--- src/rtl/tape_line_conditioner.sv ---
// ---------------------------------------------------------------------------
// tape_line_conditioner
//
// Conditions the raw line-level cassette input pin before it reaches the
// console tape input. The pin is synchronised, optionally inverted, then
// glitch-filtered by a saturating up/down counter with hysteresis. The
// filtered level is gated by the cassette motor. The block also measures the
// half-cycle period between filtered edges and raises an activity flag while
// edges keep arriving.
//
// Ports
//   clk        in   1      system clock
//   reset      in   1      synchronous, active-high reset
//   ce         in   1      sample enable; all counters advance only on ce
//   tape_raw   in   1      asynchronous line input from the pin
//   invert     in   1      1 = invert polarity after the synchroniser
//   motor_on   in   1      1 = cassette motor running
//   tape_out   out  1      filtered, motor-gated tape level
//   activity   out  1      high while filtered edges seen within ACT_TIMEOUT ticks
//   period     out  PER_W  ce ticks between the last two filtered edges
//   period_vld out  1      one-clk strobe when period updates
// ---------------------------------------------------------------------------
module tape_line_conditioner #(
    parameter int FILT_LEN    = 8,
    parameter int PER_W       = 16,
    parameter int ACT_TIMEOUT = 1048576
) (
    input  logic             clk,
    input  logic             reset,
    input  logic             ce,
    input  logic             tape_raw,
    input  logic             invert,
    input  logic             motor_on,
    output logic             tape_out,
    output logic             activity,
    output logic [PER_W-1:0] period,
    output logic             period_vld
);

    localparam int FC_W = $clog2(FILT_LEN + 1);
    localparam int TM_W = $clog2(ACT_TIMEOUT + 1);

    localparam logic [FC_W-1:0] FC_MAX = FC_W'(FILT_LEN);
    localparam logic [TM_W-1:0] TM_MAX = TM_W'(ACT_TIMEOUT);

    logic             r_sync1;
    logic             r_sync2;
    logic             w_s;

    logic [FC_W-1:0]  r_fc;
    logic [FC_W-1:0]  w_fc_next;
    logic             r_f;
    logic             w_f_next;
    logic             w_edge;

    logic [PER_W-1:0] r_per_cnt;
    logic [PER_W-1:0] w_per_ticks;
    logic             r_first;

    logic [TM_W-1:0]  r_timer;

    // Two-flop synchroniser runs on every clk, not gated by ce.
    // NOTE: sequential state uses non-blocking assignments so every flop
    // samples the pre-edge value of its neighbours, exactly like hardware.
    always_ff @(posedge clk) begin
        if (reset) begin
            r_sync1 <= 1'b0;
            r_sync2 <= 1'b0;
        end else begin
            r_sync1 <= tape_raw;
            r_sync2 <= r_sync1;
        end
    end

    assign w_s = r_sync2 ^ invert;

    // Hysteresis filter: the filtered state only flips when the counter hits
    // a rail; anywhere in between it holds, so short spikes just nudge fc.
    // The state is derived from the next counter value so f flips on the
    // same clk that fc reaches the rail.
    // NOTE: every combinational output gets a default first so no path
    // leaves it unassigned and no latch is inferred.
    always_comb begin
        w_fc_next = r_fc;
        w_f_next  = r_f;
        if (ce) begin
            if (w_s) begin
                if (r_fc != FC_MAX) w_fc_next = r_fc + 1'b1;
            end else begin
                if (r_fc != '0) w_fc_next = r_fc - 1'b1;
            end
        end
        if (w_fc_next == FC_MAX) begin
            w_f_next = 1'b1;
        end else if (w_fc_next == '0) begin
            w_f_next = 1'b0;
        end
    end

    assign w_edge = (w_f_next != r_f);

    always_ff @(posedge clk) begin
        if (reset) begin
            r_fc     <= '0;
            r_f      <= 1'b0;
            tape_out <= 1'b0;
        end else begin
            r_fc     <= w_fc_next;
            r_f      <= w_f_next;
            tape_out <= motor_on & r_f;
        end
    end

    // Tick count including the current ce tick, saturating at all-ones. On an
    // edge this is the number of ce ticks since the previous edge; the edge
    // itself restarts the counter at 0 rather than incrementing it.
    assign w_per_ticks = (ce && (r_per_cnt != '1)) ? r_per_cnt + 1'b1 : r_per_cnt;

    always_ff @(posedge clk) begin
        if (reset) begin
            r_per_cnt  <= '0;
            r_first    <= 1'b1;
            period     <= '0;
            period_vld <= 1'b0;
        end else begin
            period_vld <= 1'b0;
            if (!motor_on) begin
                // Motor stopped: the next edge after restart only re-arms.
                r_per_cnt <= '0;
                r_first   <= 1'b1;
            end else if (w_edge) begin
                if (!r_first) begin
                    period     <= w_per_ticks;
                    period_vld <= 1'b1;
                end
                r_per_cnt <= '0;
                r_first   <= 1'b0;
            end else begin
                r_per_cnt <= w_per_ticks;
            end
        end
    end

    // Activity timer runs regardless of the motor so the LED still shows a
    // signal on the line while the cassette is stopped.
    always_ff @(posedge clk) begin
        if (reset) begin
            r_timer  <= '0;
            activity <= 1'b0;
        end else begin
            activity <= (r_timer != '0);
            if (w_edge) begin
                r_timer <= TM_MAX;
            end else if (ce && (r_timer != '0)) begin
                r_timer <= r_timer - 1'b1;
            end
        end
    end

endmodule

--- config.mk ---
export PLATFORM = sky130hd
export DESIGN_NAME = tape_line_conditioner
export DESIGN_NICKNAME = d
export VERILOG_FILES = /design/src/rtl/tape_line_conditioner.sv
export SDC_FILE = /design/constraint.sdc
export NUM_CORES = 1
export LEC_CHECK = 0
export CAP_MARGIN = 10
export CORE_MARGIN = 2
export CORE_UTILIZATION = 62
export CTS_BUF_LIST = sky130_fd_sc_hd__clkbuf_8
export DETAILED_ROUTE_END_ITERATION = 16
export GPL_TIMING_DRIVEN = 0
export PLACE_DENSITY_LB_ADDON = 0.1
export SLEW_MARGIN = 15
export SYNTH_ARGS = -nofsm -noshare
export SYNTH_HDL_FRONTEND = slang
export SYNTH_SLANG_ARGS = --single-unit
--- constraint.sdc ---
create_clock -name clk -period 5.1 [get_ports clk]
set_clock_uncertainty 0.05 [all_clocks]
set_input_delay 1.02 -clock clk [delete_from_list [all_inputs] [get_ports clk]]
set_output_delay 1.02 -clock clk [all_outputs]
set_load 0.02 [all_outputs]
# ---- Word-level counts from Yosys, hierarchy flattened
# Index checks and enable logic that the tools add are counted.
dict set report totals {
  word_cells 46
  ff_bits 64
  inputBits 6
  out_inout_bits 19
}
dict set report op_classes {
  reduce_logical 11
  n_eq_ne 4
  n_bitwise 5
  add_sub_neg 4
  n_mux 10
}
# cell n
set op_table {}
lappend op_table {{21-bit two-way mux} 2}
lappend op_table {{21-bit nonzero test} 1}
lappend op_table {{21-bit by 1-bit subtractor with 21-bit output (second input constant)} 1}
lappend op_table {{16-bit by 1-bit adder with 16-bit output (second input constant)} 1}
lappend op_table {{16-bit two-way mux} 1}
lappend op_table {{4-bit two-way mux} 4}
lappend op_table {{16-bit inequality test (second input constant)} 1}
lappend op_table {{3-bit OR reduction} 2}
lappend op_table {{4-bit by 1-bit adder with 4-bit output (second input constant)} 1}
lappend op_table {{4-bit == test (second input constant)} 1}
lappend op_table {{4-bit logical NOT} 1}
lappend op_table {{4-bit inequality test (second input constant)} 1}
lappend op_table {{4-bit nonzero test} 1}
lappend op_table {{2-bit OR reduction} 2}
lappend op_table {{4-bit by 1-bit subtractor with 4-bit output (second input constant)} 1}
lappend op_table {{1-bit two-way mux} 3}
lappend op_table {{1-bit NOT} 3}
lappend op_table {{3-bit AND reduction} 1}
lappend op_table {{1-bit logical AND} 2}
lappend op_table {{2-bit nonzero test} 1}
lappend op_table {{1-bit bitwise AND} 1}
lappend op_table {{1-bit inequality test} 1}
lappend op_table {{1-bit XOR} 1}

# ---- Depth between registers and ports, before layout
dict set report logic_depth {
  ltp_word 10
  depth_mapped 10
}

# ---- Worst setup path before layout
# No wires, ideal clock.
dict set report synth_timing {
  path_kind {input port to flip-flop}
  startpoint {input ce}
  endpoint {register r_per_cnt[2]}
  t_required_ns 4.930
  t_arrival_ns 2.848
  setup_ns 0.120
  setup_slack_ns 2.082
  path_stages 8
  path_cell_list {or4b_4 > or3_4 > a221oi_2 > o2111ai_2 > buf_6 > nand2_1 > buf_2 > nor2_1}
}
dict set report synth_via {
  elab_chain_cells 6
  word_cells_on_any_way 9
  classes_between {2 x eq/ne; 4 x mux; 3 x reduce/logical}
}
# item line_no
set synth_lines {}
lappend synth_lines {{start: declaration} 30} ;# input logic ce,
lappend synth_lines {{4-bit two-way mux} 86} ;# if (ce) begin
lappend synth_lines {{4-bit logical NOT} 95} ;# end else if (w_fc_next == '0) begin
lappend synth_lines {{1-bit two-way mux} 95}
lappend synth_lines {{1-bit two-way mux} 93} ;# if (w_fc_next == FC_MAX) begin
lappend synth_lines {{1-bit inequality test} 100} ;# assign w_edge = (w_f_next != r_f);
lappend synth_lines {{3-bit OR reduction (no line)} n/a}
lappend synth_lines {{end signal: assignment} 139} ;# r_per_cnt <= w_per_ticks;
lappend synth_lines {{end: declaration} 56} ;# logic [PER_W-1:0] r_per_cnt;
# Several ways; a longest one is shown, not always the timed one.
# A chain may end at the register's enable or synchronous reset.

# ---- Worst setup path after layout
dict set report layout_timing {
  startpoint {input ce}
  endpoint {register r_per_cnt[8]}
}
# The elaborated chain is that of the path after synthesis.

==> summary.txt <==
Timing
  • Worst-margin pin slew: 0.836 ns
  • RSZ-0062 raised after global routing: false
  • Worst Setup Slack, final: approximately 1.6 ns
  • Peak Freq: approximately 280 MHz
  • Setup TNS after final layout: 0 ns
  • Final Hold Viols: 0
  • Final Slew Violations: 0
  • Finish-stage setup viols: 0
  • Max_slew headroom: 0.438
  • Fin crit share: 0.689
  • Min cycle time layout: 3.51 ns

Floorplan
  • FP Rows: 25
  • Die area: ~5300 sq um
  • Initial Utilization: 0.634
  • Core box area: between 4000 and 5000 sq um
  • Die width: 73.0 microns
  • IO Pins: 25
  • Die height: 73.0 microns

Drt
  • 1st-iter DRT viols: 172
  • Number of detailed-routing iterations run before antenna repair: 4
  • Final wirelength: 5920 microns
  • Total number of vias: around 2500
  • Routed length per instance: 13.9 microns
  • ANT nets after route: 0
  • DR DRC count: 0
  • Via density: 5.86

Synthesis
  • Count leader, synth: dfxtp_1
  • Post-synthesis area per instance: a little under 9 sq um
  • Synthesized flop and latch total: 64
  • Post-synth EDFFs: 0
  • Yosys top cell area share: 0.434
  • Cell count after synthesis: 332
  • Leading area contributor after synthesis: dfxtp_1
  • Ys async rst share: 0
  • Post-synth top cells: dfxtp_1 (64), nor2_1 (47), a21oi_1 (21)
  • Sequential fraction of the synthesis area: 0.434
  • Post-synth cell types: 48
  • Yosys warnings: 0
  • Dominant synthesized flop cell: dfxtp_1
  • Mapped cell area: 2950 sq um
  • Largest cells by area after synthesis: dfxtp_1 (43%), nor2_1 (6.0%), xor2_1 (4.7%)
  • Syn_nets: between 300 and 400

Outcome
  • Status: finished clean

Place
  • Dpl cell area: 3270 sq um
  • Gpl congestion: 0.875
  • Placed wire-length estimate: 4110 microns
  • Placed Cells: 410
  • Number of port buffers: 24
  • Post-Place Setup Slack: 1.25 ns

Layout
  • Fillers: 363
  • Multi-input gate area: 1560 sq um
  • Final cell count without fillers: about 430
  • N_diodes: 0
  • Share of post-route cells with drive strength above 1: 0.0780
  • Design area: 3470 sq um
  • Area Overhead vs Synth: 17.3%
  • Storage element area: 1280 sq um
  • Fin nets: 377

Worst setup path
  • Startpoint Class: input port
  • Max FO, Critical Path: 10
  • Critical Path Max Stage Delay: ~0.50 ns
  • CP arrival: 3.69 ns
  • Worst setup path class: input port to flip-flop
  • Worst path required time: approximately 5.3 ns
  • Crit-path cells: clkdlybuf4s50_1 > clkbuf_1 > nor2b_1 > a31oi_1 > nor3b_1 > o2111ai_2 > buf_6 > nand2_1 > buf_2 > nor2_1
  • Crit path buf inv count: 4
  • CP max stage cell: clkdlybuf4s50_1
  • Crit. End Element: flip-flop
  • CP top delay family: buffers and inverters

Job
  • Max-Cap Viols: 0

Power
  • Leak: approximately 1.2 nW
  • Pwr Density: ~470 nW/um^2
  • VDD IR max: 0.000413 V

Clock network
  • H-tree depth: 3
  • Cts bufs inserted: 9
  • Clock-pin slew on the worst setup and hold paths: 0.07 ns
  • Post-cts sizing count: 0
  • Clock sink count: 64
  • Longest Clk Path Bufs: 2
  • Post-CTS setup buffers: 0
  • Clock Latency Late Sink: 0.34 ns
  • Clk root buf: clkbuf_8
  • # hold bufs at CTS: 0
  • CTS tree: yes

Global route
  • GRT Total Usage: 0.237
  • First-pass GRT wire length: 9850 microns
  • Initial antenna violation count: 0
  • Remaining global-route overflow: 0
  • Largest net degree at the start of global routing: 11
  • Number of global-route vias before repair: 2204

Hold path
  • Worst hold-check path type: flip-flop to flip-flop
[per-stage QoR]
stage                     hold WS, ns   util  total power [W]
final                           0.394  0.744          0.00164
after CTS                       0.402  0.744          0.00165
after global routing            0.417  0.744          0.00176
after global placement          0.367  0.700          0.00119
after detailed placement        0.386  0.701          0.00121
after floorplan                 0.364      -          0.00109
[power by group]
part | internal, W | leakage (nW) | switching, W
clock | 0.000247 | 0.112 | 0.000186
combinational | 0.000237 | 0.613 | 0.000335
sequential | 0.000574 | 0.519 | 0.0000640
[routing by layer]
metal  wire, microns  vias up  global-route usage
li1                -     1261                   -
met1            2780     1146               0.313
met2            2700       72               0.363
met3             269       18              0.0608
met4             169        0               0.113
met5               0        -                   0
[kinds of logic (layout without fill, tap and decap cells)]
logic type / after synthesis / after routing / synth area share
multiplexers: 5 / 5 / 0.0174
XOR/XNOR: 30 / 30 / 0.0940
AO/OA/AOI/OAI: 57 / 57 / 0.133
buffers and inverters: 24 / 64 / 0.0385
adder cells (fa/ha/maj): 4 / 4 / 0.0169
flip-flops: 64 / 64 / 0.434
AND/OR/NAND/NOR: 148 / 148 / 0.266
[state kept, by name, indices dropped and copies added (netlist names)]
| signal | flops |
|---|---|
| activity | 1 |
| tape_out | 1 |
| period_vld | 1 |
| r_per_cnt | 16 |
| period | 16 |
| r_f | 1 |
| r_fc | 4 |
| r_timer | 21 |
| r_sync1 | 1 |
| r_sync2 | 1 |
| r_first | 1 |
[path summary, 6_finish.rpt]
| path | from | end | slack [ns] | depth (start not counted) |
|---|---|---|---|---|
| worst min register to register | r_sync1 | r_sync2 | 0.39 | 1 |
| worst max register to register | r_fc[2] | r_per_cnt[8] | 2.35 | 9 |
| worst max-delay path | ce | r_per_cnt[8] | 1.59 | 10 |
| worst min-delay path | r_sync1 | r_sync2 | 0.39 | 1 |
[cells in the final DEF (no fill, tap or decap), types with 3 or more instances in the layout]
master | Yosys | routed
clkbuf_8 | 0 | 11
or3_1 | 5 | 5
nand2_1 | 15 | 15
inv_1 | 7 | 9
dfxtp_1 | 64 | 64
o21ai_1 | 3 | 3
ha_1 | 4 | 4
xor2_1 | 16 | 16
and3_1 | 4 | 4
clkbuf_1 | 10 | 10
nor2_1 | 47 | 47
and4_1 | 3 | 3
clkdlybuf4s50_1 | 0 | 24
nor3_1 | 8 | 8
nand4_1 | 9 | 9
o21ai_0 | 7 | 7
buf_2 | 4 | 4
or4_1 | 3 | 3
a311oi_1 | 13 | 13
nand3b_1 | 3 | 3
mux2i_1 | 4 | 4
xnor2_1 | 13 | 13
nand3_1 | 14 | 14
a21oi_1 | 21 | 21
nor4_1 | 8 | 8
nand2b_1 | 7 | 7
nor2b_1 | 10 | 10
[layout make-up]
type,instances,area share
Buffer,17,0.0253
Tap cell,54,0.0195
Timing Repair Buffer,24,0.0693
Clock inverter,5,0.0137
Inverter,7,0.00758
Sequential cell,64,0.370
Multi-Input combinational cell,244,0.451
Clock buffer,11,0.0437
Power figures use the tool's default switching activity.
